--- config.mk ---
export PLATFORM = sky130hd
export DESIGN_NAME = cursor_pos_ctrl
export DESIGN_NICKNAME = d
export VERILOG_FILES = /design/src/rtl/cursor_pos_ctrl.sv
export SDC_FILE = /design/constraint.sdc
export NUM_CORES = 1
export LEC_CHECK = 0
export CAP_MARGIN = 20
export CORE_MARGIN = 10
export CORE_UTILIZATION = 59
export DETAILED_ROUTE_END_ITERATION = 8
export PLACE_DENSITY = 0.86
export SETUP_SLACK_MARGIN = 0.4
export SYNTH_ARGS = -nofsm -noshare
export SYNTH_HDL_FRONTEND = slang
export SYNTH_SLANG_ARGS = --single-unit
--- constraint.sdc ---
create_clock -name clk -period 7.5 [get_ports clk]
set_input_delay 0.75 -clock clk [delete_from_list [all_inputs] [get_ports clk]]
set_output_delay 0.75 -clock clk [all_outputs]
set_load 0.005 [all_outputs]
--- src/rtl/cursor_pos_ctrl.sv ---
// Frame-synchronous sprite position controller: button motion once per frame, CPU absolute writes, atomic X/Y commit.
// Optional build macro CURSOR_WRAP_EN: button motion wraps around the visible area instead of saturating.
module cursor_pos_ctrl #(
    parameter int SCREEN_W = 640,
    parameter int SCREEN_H = 480,
    parameter int SPRITE_W = 50,
    parameter int SPRITE_H = 50,
    parameter int STEP     = 1,
    parameter int INIT_X   = 50,
    parameter int INIT_Y   = 50
) (
    input  logic        clk,
    input  logic        reset,
    input  logic        screenEnd,
    input  logic        BTNU,
    input  logic        BTND,
    input  logic        BTNL,
    input  logic        BTNR,
    input  logic        cpu_wr_req,
    input  logic [9:0]  cpu_wr_x,
    input  logic [8:0]  cpu_wr_y,
    output logic        cpu_wr_ack,
    output logic [9:0]  box_x,
    output logic [8:0]  box_y,
    output logic        busy,
    output logic [15:0] frame_count
);

    localparam logic signed [10:0] X_MAX  = 11'(SCREEN_W - SPRITE_W);
    localparam logic signed [10:0] Y_MAX  = 11'(SCREEN_H - SPRITE_H);
    localparam logic signed [10:0] STEP_S = 11'(STEP);

    typedef enum logic [2:0] {IDLE, CALC, BOUND, WBOUND, COMMIT} state_t;

    state_t state, next_state;

    logic [3:0]         btn_meta, btn_sync, btn_snap;
    logic               screen_end_d;
    logic               frame_edge;
    logic               pending_frame;
    logic               src_cpu;
    logic signed [10:0] sx, sy;
    logic signed [10:0] dx, dy;
    logic signed [10:0] sx_calc, sy_calc;
    logic signed [10:0] sx_bound, sy_bound;
    logic signed [10:0] wx, wy;

    assign frame_edge = screenEnd & ~screen_end_d;
    assign busy       = (state != IDLE);
    assign cpu_wr_ack = (state == COMMIT) && src_cpu;

    always_comb begin
        next_state = state;
        case (state)
            IDLE: begin
                if (frame_edge || pending_frame)
                    next_state = CALC;
                else if (cpu_wr_req)
                    next_state = WBOUND;
            end
            CALC:    next_state = BOUND;
            BOUND:   next_state = COMMIT;
            WBOUND:  next_state = COMMIT;
            COMMIT:  next_state = IDLE;
            default: next_state = IDLE;
        endcase
    end

    always_ff @(posedge clk) begin
        if (reset)
            state <= IDLE;
        else
            state <= next_state;
    end

    // Snapshot bit order is {U, D, L, R}; opposing presses cancel.
    always_comb begin
        dx = '0;
        dy = '0;
        if (btn_snap[0] && !btn_snap[1])
            dx = STEP_S;
        else if (btn_snap[1] && !btn_snap[0])
            dx = -STEP_S;
        if (btn_snap[2] && !btn_snap[3])
            dy = STEP_S;
        else if (btn_snap[3] && !btn_snap[2])
            dy = -STEP_S;
        sx_calc = $signed({1'b0, box_x}) + dx;
        sy_calc = $signed({2'b00, box_y}) + dy;
    end

    always_comb begin
        sx_bound = sx;
        sy_bound = sy;
`ifdef CURSOR_WRAP_EN
        if (sx < 0)
            sx_bound = sx + X_MAX + 11'sd1;
        else if (sx > X_MAX)
            sx_bound = sx - X_MAX - 11'sd1;
        if (sy < 0)
            sy_bound = sy + Y_MAX + 11'sd1;
        else if (sy > Y_MAX)
            sy_bound = sy - Y_MAX - 11'sd1;
`else
        if (sx < 0)
            sx_bound = '0;
        else if (sx > X_MAX)
            sx_bound = X_MAX;
        if (sy < 0)
            sy_bound = '0;
        else if (sy > Y_MAX)
            sy_bound = Y_MAX;
`endif
    end

    // CPU writes always saturate, even in a wrap build.
    always_comb begin
        wx = $signed({1'b0, cpu_wr_x});
        wy = $signed({2'b00, cpu_wr_y});
        if (wx > X_MAX)
            wx = X_MAX;
        if (wy > Y_MAX)
            wy = Y_MAX;
    end

    always_ff @(posedge clk) begin
        if (reset) begin
            btn_meta      <= '0;
            btn_sync      <= '0;
            btn_snap      <= '0;
            screen_end_d  <= 1'b0;
            pending_frame <= 1'b0;
            src_cpu       <= 1'b0;
            sx            <= '0;
            sy            <= '0;
            box_x         <= 10'(INIT_X);
            box_y         <= 9'(INIT_Y);
            frame_count   <= '0;
        end else begin
            btn_meta     <= {BTNU, BTND, BTNL, BTNR};
            btn_sync     <= btn_meta;
            screen_end_d <= screenEnd;

            // Only one missed frame is remembered while the FSM is busy.
            if (state == IDLE) begin
                if (frame_edge || pending_frame) begin
                    pending_frame <= 1'b0;
                    btn_snap      <= btn_sync;
                    src_cpu       <= 1'b0;
                end else if (cpu_wr_req) begin
                    src_cpu <= 1'b1;
                end
            end else if (frame_edge) begin
                pending_frame <= 1'b1;
            end

            case (state)
                CALC: begin
                    sx <= sx_calc;
                    sy <= sy_calc;
                end
                BOUND: begin
                    sx <= sx_bound;
                    sy <= sy_bound;
                end
                WBOUND: begin
                    sx <= wx;
                    sy <= wy;
                end
                COMMIT: begin
                    box_x <= sx[9:0];
                    box_y <= sy[8:0];
                    if (!src_cpu)
                        frame_count <= frame_count + 16'd1;
                end
                default: ;
            endcase
        end
    end

endmodule

* After elaboration in Yosys (flattened, before gate mapping) *
Index checks and enable logic that the tools add are counted.

storage, ports and cells
  output and inout bits = 37
  logic and storage cells = 74
  flip-flop bits (word level) = 75

operators by class
  $add $sub $neg = 3
  reductions and logical operators = 22
  muxes and demuxes = 20
  bitwise logic cells = 3
  equality and inequality tests = 8
  magnitude comparators = 6

operators with widths
  kind                                                   number
  two-way mux 11 bit                                     8
  one-hot mux 11 bit (3 select lines)                    2
  < comparator 11 x 1 -> 1 bit (second input constant)   2
  adder 16 x 1 -> 16 bit (second input constant)         1
  AND reduction 2 bit                                    6
  adder 10 x 11 -> 11 bit                                1
  adder 11 bit                                           1
  > comparator 11 x 10 -> 1 bit (second input constant)  1
  > comparator 11 bit (second input constant)            1
  > comparator 10 bit (second input constant)            1
  two-way mux 10 bit                                     1
  > comparator 9 bit (second input constant)             1
  two-way mux 9 bit                                      1
  one-hot mux 3 bit (3 select lines)                     1
  equality test 3 x 2 -> 1 bit (second input constant)   2
  two-way mux 3 bit                                      2
  != test 3 bit (second input constant)                  2
  nonzero test 3 bit                                     2
  logical AND 1 bit                                      5
  two-way mux 1 bit                                      5
  logical NOT 1 bit                                      4
  nonzero test 2 bit                                     2
  equality test 3 x 1 -> 1 bit (second input constant)   1
  equality test 3 bit (second input constant)            1
  other kinds (7)                                        8

* Longest topological paths before layout *
Gate-level depths: netlist (run 1).

  depth after elaboration = 6
  depth in mapped cells = 13

* Worst setup path after synthesis (run 1) *
Ideal clock, no wire load.

  kind = reg-to-reg
  from = register btn_snap[2]
  to = register sy[8]
  arrival = 2.985 ns
  buffers on the path = 2
  slack = 4.398 ns
  clock period less this slack = 3.102 ns
  cell stages (with the launch flop) = 14
  cell sequence = dfxtp_1 -> inv_1 -> ha_1 -> buf_1 -> clkbuf_1 -> xor2_1 -> ha_1 -> nor4_1 -> or4_4 -> a21oi_1 -> o21ai_1 -> nand3_1 -> or3b_1 -> a32o_1

between the ends
  word-level cells in the longest chain between the ends = 6
  elaborated cells between the ends (all ways) = 7
  classes of those cells = add/sub: 1; mux: 3; reduce/logical: 3

RTL lines
  what                                     line  text
  from (decl)                              37    logic [3:0] btn_meta, btn_sync, btn_snap;
  from (signal assigned)                   148   btn_snap <= btn_sync;
  logical NOT 1 bit                        86    else if (btn_snap[3] && !btn_snap[2])
  logical AND 1 bit                        86
  two-way mux 11 bit                       86
  two-way mux 11 bit (*)                   84    if (btn_snap[2] && !btn_snap[3])
  adder 10 x 11 -> 11 bit (*)              89    sy_calc = $signed({2'b00, box_y}) + dy;
  one-hot mux 11 bit (3 select lines) (*)  157   case (state)
  to (signal assigned)                     160   sy <= sy_calc;
  to (signal assigned)                     164   sy <= sy_bound;
  to (signal assigned)                     168   sy <= wy;
  to (decl)                                42    logic signed [10:0] sx, sy;

Mark *: on every way between the ends. The rest lies on a longest branch, timed or not.
A chain may end at the register's enable or synchronous reset.

* Worst setup path in the final report (run 1) *
  from = register btn_snap[2]
  to = register sy[10]

The elaborated chain is that of the path after synthesis.

==> qor.csv, run 1 <==
stage;metric;value;unit
setup_path;timing.rr.start;btn_snap[2]$_SDFFE_PP0P_;
grt;antenna_found_initial;0;
timing;rsz0062_at_grt;no;
synthesis;synth_nets;587;
grt;grt_pass1_vias;3840;
clock_tree;clockRootBuffer;clkbuf_8;
cells_and_area;final_util;72.6;%
synthesis;synth_seq_cells;75;
place;dpl.cell_count;670;
cells_and_area;area_growth;18.7;%
synthesis;yosysWarnings;0;
cells_and_area;fillerInstances;530;
setup_path;crit_cells;11;
timing;fin_ws;4.30;ns
setup_path;rrSetupSlack;4.30;ns
power;design_power_total;0.897;mW
timing;period_needed;3.20;ns
hold_path;min_path_type;reg -> reg;
routing;drt-pass1-iter-count;8;
synthesis;ys_async_sr_fraction;0;%
timing;final_hold_viol_count;0;
cells_and_area;stdcell_count;686;
timing;worstMarginPinSlew;0.971;ns
die;die_width;104;um
clock_tree;cts.sinks;75;
synthesis;ys_types;60;
synthesis;synth.area.top_cells;dfxtp_1, nand2_1, a21oi_1;
timing;hold_ws;0.451;ns
setup_path;setup.worst_path.class;reg -> reg;
power;ir_drop;0.121;mV
setup_path;critPathMaxStageDelay;0.77;ns
synthesis;synth_seq_area_share;35.8;%
clock_tree;ctsResizeCount;0;
setup_path;critical_path.startpoint;btn_snap[2]$_SDFFE_PP0P_;
clock_tree;clk_pin_slew_worst_paths;0.08;ns
setup_path;crit_top_cell;ha_1;
synthesis;synth-edff-count;0;
synthesis;syn_inst;550;
clock_tree;holdBufCountCts;0;
power;leakagePower;1.86;nW
place;gp_congestion;0.887;
setup_path;crit_required;7.75;ns
synthesis;synth_top_area_cell;dfxtp_1;
timing;fin_crit_sh;42.6;%
setup_path;cp_max_fo;25;
setup_path;cp_slowest_cell;ha_1;
routing;vias;4117;
routing;wl_per_cell;16.0;um
synthesis;avgSynthCellArea;7.63;sq um
clock_tree;cts_buffers;9;
setup_path;cp-start-kind;flip-flop;
routing;ant_nets;0;
setup_path;cp.arrival;3.45;ns
grt;grt_pass1_wl;18300;um
timing;slew_headroom;35.1;%
clock_tree;post_cts_buffers;0;
setup_path;cp_num_buf_inv;1;
setup_path;rr_worst_depth;11;
synthesis;synth.cells.most_frequent;nand2_1, dfxtp_1, nor2_1;
routing;routed_wl;11000;um
timing;clock.fmax;313;MHz
die;initial_core_util;61.1;%
cells_and_area;fin_area;4980;sq um
die;io_pins;64;
grt;track_usage;19.6;%
timing;clock_skew;0.0119;ns
place;place_ws;4.25;ns
clock_tree;clk_latency;0.36;ns
place;io_buffers;63;
setup_path;crit_path_end;sy[10]$_SDFFE_PP0P_;
clock_tree;clock_path_buffers;2;
status;status;finished clean;
die;rows;30;
routing;via_per_inst;6.00;
timing;slew_viol_final;0;
routing;drtIter0Drc;408;
timing;setup_viol;0;
grt;grt_overflow;0;
setup_path;crit_chain;inv_1 > ha_1 > xor2_1 > ha_1 > nor4_1 > or4_4 > nor3b_1 > a21boi_0 > or3_1 > a31oi_1 > a32o_1;
cells_and_area;finalNetCount;622;
timing;setup_tns;0;ns
clock_tree;cts_tree;yes;
power;p_per_area;180;nW/um^2
run;max-cap-violations;0;
setup_path;endpoint_kind;flip-flop;
setup_path;worst_path_dominant_cell_family;adder cells;
die;coreArea;6870;sq um
synthesis;netlist_area;4200;sq um
die;die_area;10900;sq um
routing;drcViolationCount;0;
clock_tree;htree_levels;3;
cells_and_area;diodes;0;
place;place_area;4790;sq um
place;dpl.hpwl;7930;um
cells_and_area;final_layout_size_suffix_gt1_share;4.24;%
synthesis;synthFlopType;dfxtp_1;
synthesis;synth_top_area_share;35.8;%
grt;grt_max_degree;67;
die;die_h;104;um
setup_path;r2r_end;sy[10]$_SDFFE_PP0P_;
synthesis;yosysMostFrequentCell;nand2_1;
where the power goes:
group | internal, mW | switching [mW] | total (mW)
clock | 0.157 | 0.157 | 0.315
sequential | 0.418 | 0.0270 | 0.445
combinational | 0.0608 | 0.0765 | 0.137
flip-flops by register name, indices dropped and copies added, names as in the netlist:
register / flops
frame_count: 16
sx: 11
sy: 11
box_x: 10
box_y: 9
btn_meta: 4
btn_snap: 4
btn_sync: 4
state: 3
pending_frame: 1
screen_end_d: 1
src_cpu: 1
area by class of cell:
type                    instances  area (sq um)  share of cell area (%)
multi-input cells             420          2470                    49.6
flip-flops and latches         75          1500                    30.1
repair buffers                 64           633                    12.7
clock buffers                  10           128                    2.56
well taps                      96           120                    2.41
clock inverters                 6          71.3                    1.43
inverters                      15          56.3                    1.13
layout by cell type (no fill, tap or decap), types with 5 or more instances in the layout:
cell type        instances
a22oi_1                  6
clkbuf_8                 9
a311oi_1                 5
and3_1                   6
dfxtp_1                 75
nand2b_1                 7
xor2_1                  21
nand4_1                  7
nor3_1                  14
nor2b_1                 12
inv_1                   14
nand3_1                 18
or3_1                    8
o211ai_1                 6
o22ai_1                  8
xnor2_1                 16
a211oi_1                10
ha_1                    10
nand2_1                 78
nor2_1                  58
a21oi_1                 48
clkdlybuf4s50_1         62
o21ai_0                 23
how the worst min path moves through the flow:
stage | startpoint | end | slack (ns) | cells after the start
4_1_cts | btn_meta[1]$_SDFF_PP0_ | btn_sync[1]$_SDFF_PP0_ | 0.46 | 1
6_report | btn_meta[0]$_SDFF_PP0_ | btn_sync[0]$_SDFF_PP0_ | 0.45 | 1
3_3_place_gp | btn_meta[0]$_SDFF_PP0_ | btn_sync[0]$_SDFF_PP0_ | 0.42 | 1
5_1_grt | btn_meta[1]$_SDFF_PP0_ | btn_sync[1]$_SDFF_PP0_ | 0.46 | 1
2_1_floorplan | btn_meta[0]$_SDFF_PP0_ | btn_sync[0]$_SDFF_PP0_ | 0.41 | 1
3_5_place_dp | btn_meta[1]$_SDFF_PP0_ | btn_sync[1]$_SDFF_PP0_ | 0.44 | 1
worst register-to-register path, cell delays in order, from the launching register on:
cell      delay (ns)
dfxtp_1         0.32
inv_1           0.08
ha_1            0.77
xor2_1          0.20
ha_1            0.21
nor4_1          0.06
or4_4           0.53
nor3b_1         0.18
a21boi_0        0.18
or3_1           0.14
a31oi_1         0.10
a32o_1          0.31
cell families after synthesis:
family	synth area share [%]
xor+xnor	7.72
compound gates	22.0
buf+inv	5.28
flops	35.8
mux	0.954
fa+ha+maj	2.98
simple gates	25.3
per-layer routing:
layer	vias to the layer above	part of all wire [%]	GRT usage [%]
li1	2009	-	-
met3	17	8.8	6.75
met2	189	46	30.9
met5	-	0	0
met4	0	1.4	4.97
met1	1902	44	24.8
No activity file was read; power rests on OpenSTA's default activity.
==> inputs of run 2 (changes only) <==
--- a/config.mk
+++ b/config.mk
@@ -7,9 +7,9 @@
 export LEC_CHECK = 0
 export CAP_MARGIN = 20
 export CORE_MARGIN = 10
-export CORE_UTILIZATION = 59
+export CORE_UTILIZATION = 49
 export DETAILED_ROUTE_END_ITERATION = 8
-export PLACE_DENSITY = 0.86
+export PLACE_DENSITY = 0.76
 export SETUP_SLACK_MARGIN = 0.4
 export SYNTH_ARGS = -nofsm -noshare
 export SYNTH_HDL_FRONTEND = slang
==> constraint.sdc (replaced) <==
create_clock -name clk -period 2.7 [get_ports clk]
set_input_delay 0.27 -clock clk [delete_from_list [all_inputs] [get_ports clk]]
set_output_delay 0.27 -clock clk [all_outputs]
set_load 0.005 [all_outputs]
==> run 2 against run 1 <==
Effect of this change:
- power rose to 2.7 times the previous value
- clock skew fell by 0.0030 ns
- cell count is 4.7% higher
- register-to-register slack worse by 4.1 ns
- combinational power increased to 3.3 times the previous value
- first-iteration DRC count shrank 32%
- flip-flop and latch count unchanged
- non-clock buffer count increased by 23
- largest power group unchanged
- cell area grew 10%
- worst hold slack got worse by 0.091 ns
- critical endpoint is now sy[6]$_SDFFE_PP0P_
==> qor.csv, run 2 (synthesis gave the netlist of run 1 again) <==
stage;metric;value;unit
power;leakagePower;2.04;nW
die;rows;33;
place;io_buffers;63;
power;power_frac_clock;31.6;%
clock_tree;cts_buffers;9;
place;dpl.hpwl;8080;um
power;p_sw;0.747;mW
routing;vias;4144;
die;die_h;113;um
routing;routed_wl;11800;um
die;die_area;12700;sq um
timing;slew_viol_final;0;
grt;grt_pass1_vias;3910;
timing;setup_viol;0;
status;status;finished clean;
grt;grt_max_degree;29;
cells_and_area;layout_common_cells;nand2_1, dfxtp_1, clkdlybuf4s50_1;
routing;drt-pass1-iter-count;5;
setup_path;cp.arrival;2.78;ns
place;gp_congestion;0.873;
power;design_power_total;2.45;mW
die;coreArea;8260;sq um
clock_tree;clockRootBuffer;clkbuf_8;
hold_path;min_path_type;in -> reg;
routing;ant_nets;0;
clock_tree;clock_path_buffers;2;
power;ir_drop;0.338;mV
timing;clock_skew;0.00882;ns
setup_path;rr_worst_depth;12;
cells_and_area;reg_top3;frame_count x16, sx x11, sy x11;
run;max-cap-violations;0;
clock_tree;holdBufCountCts;0;
die;io_pins;64;
cells_and_area;largest_register_ff_count;16;
timing;setup_tns;0;ns
timing;slew_headroom;52.2;%
grt;track_usage;17.4;%
power;p_comb_share;18.6;%
routing;drtIter0Drc;276;
power;p_int;1.71;mW
routing;wl_per_cell;16.4;um
setup_path;cp_max_fo;4;
cells_and_area;diodes;0;
cells_and_area;largest-register;frame_count;
clock_tree;cts.sinks;75;
grt;grt_pass1_wl;18900;um
setup_path;cp-start-kind;flip-flop;
setup_path;endpoint_kind;flip-flop;
clock_tree;cts_tree;yes;
timing;fin_crit_sh;92.1;%
die;initial_core_util;50.8;%
clock_tree;htree_levels;3;
clock_tree;clk_pin_slew_worst_paths;0.08;ns
cells_and_area;area_growth;30.9;%
routing;drcViolationCount;0;
grt;antenna_found_initial;0;
routing;via_per_inst;5.77;
timing;final_hold_viol_count;0;
cells_and_area;fillerInstances;711;
place;place_area;4930;sq um
hold_path;holdPathStages;2;
power;p_per_area;446;nW/um^2
cells_and_area;final_layout_size_suffix_gt1_share;16.2;%
grt;grt_overflow;0;
die;die_width;113;um
setup_path;crit_required;2.99;ns
power;switching_share;30.5;%
clock_tree;clk_latency;0.35;ns
timing;clock.fmax;402;MHz
cells_and_area;final_util;66.5;%
timing;rsz0062_at_grt;yes;
power;seqPwrFrac;49.8;%
cells_and_area;final_common_cell;nand2_1;
cells_and_area;finalNetCount;645;
timing;period_needed;2.49;ns
cells_and_area;fin_area;5500;sq um
setup_path;setup.worst_path.class;reg -> reg;
timing;worstMarginPinSlew;0.717;ns
==> run 2: changes by cell type in the layout (fill, tap and decap cells not counted), moves of 3 or more <==
| cell | previous run | this run |
|---|---|---|
| a21oi_1 | 48 | 42 |
| a21oi_2 | 0 | 3 |
| a21oi_4 | 0 | 3 |
| buf_4 | 1 | 23 |
| dfxtp_1 | 75 | 70 |
| dfxtp_2 | 0 | 5 |
| ha_1 | 10 | 1 |
| ha_4 | 0 | 9 |
| inv_1 | 14 | 10 |
| inv_4 | 0 | 3 |
| o21ai_0 | 23 | 19 |
| o21ai_2 | 0 | 3 |
==> run 2: metrics by stage <==
step                      hold slack, ns  worst slack, ns  instances
after floorplan                    0.398           0.0914        550
after global placement             0.416            0.154        690
after detailed placement           0.420           0.0960        690
after CTS                          0.331            0.140        711
after global routing               0.370           0.0734        718
final                              0.360            0.213        718
==> run 2: power groups by stage <==
stage	Clock, mW	Sequential, mW	Combinational (mW)
floorplan	0	1.22	0.288
global placement	0	1.24	0.404
detailed placement	0	1.24	0.409
CTS	0.793	1.22	0.427
global route	0.834	1.23	0.497
finish	0.775	1.22	0.457
==> run 2: area by class of cell <==
cell class	count	area, sq um	area share, %
tap	105	131	2.39
inverter	15	63.8	1.16
sequential	75	1510	27.4
timing repair buffer	87	810	14.7
multi-input combinational	420	2810	51.1
clock inverter	6	47.5	0.865
clock buffer	10	128	2.32
==> run 2: per-layer routing <==
metal  track usage [%]  share of wire, %
met1              21.8                44
met2              28.5                48
met3              4.85               6.9
met4              4.82              0.68
met5                 0                 0
==> run 2: critical path, stage by stage (launching register included) <==
cell and delay, ns:
dfxtp_2 0.34, inv_2 0.06, ha_4 0.24, inv_4 0.05, ha_4 0.13, ha_4 0.14
nor4_2 0.04, or4_4 0.53, nor3b_4 0.18, a222oi_1 0.28, xnor2_1 0.12, o211a_1 0.22
nor3_2 0.09
==> run 2: timing repair <==
action,4_1_cts,5_1_grt
buffers inserted,5,7
resized for setup,31,29
cloned,0,0
pin swaps,22,25
endpoints found under the setup margin,11,14
==> run 2: final timing paths <==
kind | start | end | slack [ns]
worst max register to register | btn_snap[2]$_SDFFE_PP0P_ | sy[6]$_SDFFE_PP0P_ | 0.21
worst min-delay path | reset | frame_count[2]$_SDFFE_PP0P_ | 0.36
worst max-delay path | btn_snap[2]$_SDFFE_PP0P_ | sy[6]$_SDFFE_PP0P_ | 0.21
worst min register to register | btn_meta[0]$_SDFF_PP0_ | btn_sync[0]$_SDFF_PP0_ | 0.44
